===== config.mk =====
export PLATFORM = sky130hd
export DESIGN_NAME = multicycle_control
export DESIGN_NICKNAME = d
export VERILOG_FILES = /design/src/rtl/multicycle_control.sv
export SDC_FILE = /design/constraint.sdc
export NUM_CORES = 1
export LEC_CHECK = 0
export BUFFER_PORTS_ARGS = -buffer_cell sky130_fd_sc_hd__buf_2
export CORE_UTILIZATION = 40
export CTS_CLUSTER_DIAMETER = 50
export CTS_CLUSTER_SIZE = 14
export DETAILED_ROUTE_END_ITERATION = 10
export PLACE_DENSITY = 0.64
export SLEW_MARGIN = 20
export SYNTH_ARGS = -nofsm -noshare
export SYNTH_HDL_FRONTEND = slang
export SYNTH_SLANG_ARGS = --single-unit

===== constraint.sdc =====
create_clock -name clk -period 2.3 [get_ports clk]
set_input_delay 0.115 -clock clk [delete_from_list [all_inputs] [get_ports clk]]
set_output_delay 0.115 -clock clk [all_outputs]
set_load 0.02 [all_outputs]

===== src/rtl/multicycle_control.sv =====
// Multi-cycle instruction control FSM: accepts an opcode/funct pair, decodes the ALU op,
// sequences ALU start, waits for shift completion, writes back. Optional trapping: CTRL_TRAP_EN.
module multicycle_control #(
  parameter int unsigned OPW  = 6,
  parameter int unsigned FW   = 4,
  parameter int unsigned AOPW = 4,
  parameter int unsigned CNTW = 16
) (
  input  logic            clk,
  input  logic            rst_n,
  input  logic            instr_valid,
  input  logic [OPW-1:0]  opcode,
  input  logic [FW-1:0]   funct,
  input  logic            alu_done,
  output logic            instr_ready,
  output logic [AOPW-1:0] alu_op,
  output logic            alu_start,
  output logic            reg_we,
  output logic            busy,
  output logic [CNTW-1:0] retired,
  output logic            illegal
);

  localparam int unsigned     LastFunct = 8;
  localparam logic [AOPW-1:0] AluNop    = '1;
  localparam logic [AOPW-1:0] AluSla    = AOPW'(6);
  localparam logic [AOPW-1:0] AluSra    = AOPW'(7);
  localparam logic [AOPW-1:0] AluSrl    = AOPW'(8);

`ifdef CTRL_TRAP_EN
  typedef enum logic [2:0] {S_IDLE, S_DECODE, S_EXEC, S_WAIT, S_WB, S_TRAP} state_t;
`else
  typedef enum logic [2:0] {S_IDLE, S_DECODE, S_EXEC, S_WAIT, S_WB} state_t;
`endif

  state_t          r_state;
  state_t          w_state_nxt;
  logic [OPW-1:0]  r_opcode;
  logic [FW-1:0]   r_funct;
  logic [AOPW-1:0] r_alu_op;
  logic [AOPW-1:0] w_alu_op_nxt;
  logic            r_instr_ready;
  logic            r_alu_start;
  logic            r_reg_we;
  logic            r_busy;
  logic [CNTW-1:0] r_retired;
  logic            w_rtype;
  logic            w_legal;
  logic            w_is_shift;

  // Next-state and decode
  always_comb begin
    w_state_nxt  = r_state;
    w_alu_op_nxt = r_alu_op;
    w_rtype      = (r_opcode == '0);
    w_legal      = w_rtype && (32'(r_funct) <= LastFunct);
    w_is_shift   = (r_alu_op == AluSla) || (r_alu_op == AluSra) || (r_alu_op == AluSrl);
    case (r_state)
      S_IDLE: begin
        if (instr_valid) w_state_nxt = S_DECODE;
      end
      S_DECODE: begin
        w_alu_op_nxt = w_legal ? AOPW'(r_funct) : AluNop;
        w_state_nxt  = S_EXEC;
`ifdef CTRL_TRAP_EN
        if (w_rtype && !w_legal) w_state_nxt = S_TRAP;
`endif
      end
      S_EXEC: begin
        w_state_nxt = w_is_shift ? S_WAIT : S_WB;
      end
      S_WAIT: begin
        if (alu_done) w_state_nxt = S_WB;
      end
      S_WB: begin
        w_state_nxt = S_IDLE;
      end
`ifdef CTRL_TRAP_EN
      S_TRAP: begin
        w_state_nxt = S_TRAP;
      end
`endif
      default: begin
        w_state_nxt = S_IDLE;
      end
    endcase
  end

  // State and registered outputs; outputs are derived from the next state
  always_ff @(posedge clk or negedge rst_n) begin
    if (!rst_n) begin
      r_state       <= S_IDLE;
      r_opcode      <= '0;
      r_funct       <= '0;
      r_alu_op      <= AluNop;
      r_instr_ready <= 1'b1;
      r_alu_start   <= 1'b0;
      r_reg_we      <= 1'b0;
      r_busy        <= 1'b0;
      r_retired     <= '0;
    end else begin
      r_state <= w_state_nxt;
      if ((r_state == S_IDLE) && instr_valid) begin
        r_opcode <= opcode;
        r_funct  <= funct;
      end
      r_alu_op      <= w_alu_op_nxt;
      r_instr_ready <= (w_state_nxt == S_IDLE);
      r_busy        <= (w_state_nxt != S_IDLE);
      r_alu_start   <= (w_state_nxt == S_EXEC);
      r_reg_we      <= (w_state_nxt == S_WB) && (w_alu_op_nxt != AluNop);
      if ((r_state == S_WB) && r_reg_we) r_retired <= r_retired + CNTW'(1);
    end
  end

`ifdef CTRL_TRAP_EN
  logic r_illegal;

  // Sticky until reset
  always_ff @(posedge clk or negedge rst_n) begin
    if (!rst_n) begin
      r_illegal <= 1'b0;
    end else if (w_state_nxt == S_TRAP) begin
      r_illegal <= 1'b1;
    end
  end

  assign illegal = r_illegal;
`else
  assign illegal = 1'b0;
`endif

  assign instr_ready = r_instr_ready;
  assign alu_op      = r_alu_op;
  assign alu_start   = r_alu_start;
  assign reg_we      = r_reg_we;
  assign busy        = r_busy;
  assign retired     = r_retired;

endmodule

==> flow_summary.ini <==
[floorplan]
die_y_um = 66.50
die_x_um = 66.50
fp.coreArea_um2 = 4000
start_util = 0.4160
num_rows = 23
dieArea_um2 = 4422
io_pins = 39

[sta]
tns_ps = 0
post-route-min-period_ps = 1701
fmax_mhz = 587.8
rsz0062_at_grt = no
final-hold-violation-count = 0
setup_viol = 0
maxSlewHeadroom = 0.4593
drv_slew = 0
hold_slack_ps = 44.23
tightestPinTransition_ps = 811.0
skew_ps = 3.092
post-route-period-util = 0.7397

[synthesis]
syn_area_um2 = 1664
synth_fa_ha_area_frac = 0.007519
ys_top_cells_by_count = dfrtp_1 (32), nand2_1 (15), xnor2_1 (10)
synth-edff-count = 0
synth-async-reset-ratio = 1.000
synth_top_family_by_area = simple AND/OR/NAND/NOR gates
ys_ff_latch = 37
synth_top_area_share = 0.4812
synthDistinctLibCells = 39
ys.flop_type = dfrtp_1
syn_inst = 137
synth_xor_xnor_area_share = 0.07895
yosysMostFrequentCell = dfrtp_1
synthMuxAreaShare = 0.05414
mappedNetlistNets = 152
synth_top_area_cell = dfrtp_1
seq_area_frac_synth = 0.5602
synth-simple-area-share = 0.2158
yosys_warnings = 0
postSynthAreaPerCell_um2 = 12.15
synth_compound_area_frac = 0.06015
synth_area_leaders = dfrtp_1 (48%), dfstp_2 (7.9%), mux2_2 (5.4%)

[clock_network]
cts_max_level = 2
cts-root-buf = clkbuf_8
cts_tree = done
cts_buffer_depth = 2
cts_buffers = 5
clkSinkCount = 37
insertion_delay_ps = 280
cts_resized = 0
clk_pin_slew_ps = 70

[place]
portBuffers = 37
hpwlAfterDp_um = 2202
place.gp.congestion = 0.7955

[pwr]
pwr-share-clk = 0.223
powerDensity_nw_per_um2 = 968.3
power_frac_comb = 0.273
ir_drop_v = 0.0004349
p_leak_nw = 0.9499
sw_frac_of_total = 0.3300
p_sw_uw = 639.0
seqPwrFrac = 0.505
intPower_mw = 1.297

[min_path]
hold_path_end = r_funct[3]$_DFFE_PN0P_
hp-class = in -> reg
whs_path_depth = 3
worstHoldStart = funct[3]

[detailed_routing]
wl_per_cell_um = 13.17
drt_wl_total_um = 3056
drt-vias-per-instance = 5.022
dr.pass1.iters = 4
detail-route-antenna-nets = 0
drc = 0
drt_iter0_drc = 36
vias = 1165

[critical_path]
startpoint_type = flop
path_class = reg -> reg
timing.rr.end = reg_we$_DFF_PN0_
rr_worst_depth = 4
critPathMaxFanout = 5
worstReg2RegStart = alu_op[3]$_DFF_PN1_
arrival_ps = 1860
end_kind = flop
reg2reg_setup_slack_ps = 600
crit_required_ps = 2460

[global_routing]
track_usage = 0.1650
grt_pass1_wl_um = 5333
grt_pass1_vias = 1201
grt-ovfl-total = 0
grt_max_degree = 38
antenna_found_initial = 0

[outcome]
status = completed

[final_layout]
areaGrowthSynthToFinish_pct = 20.15
nNetsFinal = 196
drive_above_1_share = 0.3791
num_antenna_cells = 0

[flow_run]
maxCapViolCount = 0
[final cells by class]
type / count / area (um2)
clock inverters: 2 / 10.01
clock buffers: 6 / 72.57
fillers: 387 / 2001
flip-flops and latches: 37 / 932.1
inverters: 6 / 22.52
repair buffers: 39 / 202.7
well taps: 50 / 62.56
multi-input cells: 92 / 696.9
[power groups by stage]
stage          Combinational (mW)  Sequential (mW)  Clock, mW
6_report                    0.528            0.977      0.431
5_1_grt                     0.592             1.01      0.480
4_1_cts                     0.537            0.980      0.451
3_5_place_dp                0.532            0.992          0
3_3_place_gp                0.513            0.982          0
2_1_floorplan               0.341             1.02          0
[worst max path at each step]
stage / endpoint / slack [ps] / from
final: reg_we$_DFF_PN0_ / 600 / alu_op[3]$_DFF_PN1_
after global routing: retired[12]$_DFFE_PN0P_ / 490 / r_state[1]$_DFF_PN0_
after CTS: reg_we$_DFF_PN0_ / 600 / alu_op[3]$_DFF_PN1_
after detailed placement: reg_we$_DFF_PN0_ / 610 / alu_op[3]$_DFF_PN1_
after global placement: retired[15]$_DFFE_PN0P_ / 640 / r_state[1]$_DFF_PN0_
after floorplan: reg_we$_DFF_PN0_ / 590 / alu_op[3]$_DFF_PN1_
[cells in the final DEF, fill, tap and decap left out, drive strengths merged, types with 2 or more instances in the layout]
cell / count
a21oi: 2
a31oi: 4
and2: 2
and4: 2
buf: 38
clkbuf: 6
clkinv: 2
dfrtp: 32
dfstp: 5
inv: 6
mux2: 8
nand2: 15
nand2b: 3
nand3: 6
nand4: 4
nor2: 3
nor3: 5
nor3b: 2
nor4: 3
o21ai: 3
o22a: 2
xnor2: 10
xor2: 5
[registers in the layout, indices dropped and copies added (netlist names)]
register and count:
r_opcode 6, r_funct 4, alu_start 1, reg_we 1
busy 1, alu_op 4, instr_ready 1, retired 16
r_state 3
[cells by family (layout without fill, tap and decap cells)]
| kind of cell | count (synthesis) | count (layout) |
|---|---|---|
| buf+inv | 8 | 53 |
| mux | 8 | 8 |
| xor+xnor | 15 | 15 |
| compound gates | 15 | 15 |
| other cells | 1 | 1 |
| simple gates | 52 | 52 |
| flops | 37 | 37 |
| fa+ha+maj | 1 | 1 |
[metrics by stage]
step	std cells	util	total power, mW	area [um2]	worst slack [ps]
finish	232	0.4998	1.936	1999	598.7
floorplan	137	-	1.357	1664	589.8
global route	232	0.4998	2.082	1999	489.3
CTS	232	0.4998	1.968	1999	596.7
detailed placement	223	0.4767	1.525	1907	612.7
global placement	223	0.4767	1.494	1907	639.2
[repair_timing]
item,4_1_cts,5_1_grt
hold buffers,1,0
endpoints found under the setup margin,0,0
setup buffers,0,0
hold endpoints to repair,32,0
[worst max-delay path, cell delays in order, from the launching register on]
cell      delay (ps)
dfstp_2          560
or4b_2           600
a31o_2           280
nand2b_1          80
a31oi_1           50
[layer usage]
metal	track usage	vias to the layer above	part of all wire
li1	-	570	-
met1	0.1874	561	0.43
met2	0.2832	29	0.51
met3	0.05651	5	0.049
met4	0.06383	0	0.014
met5	0	-	0
(Power assumes the default switching activity.)
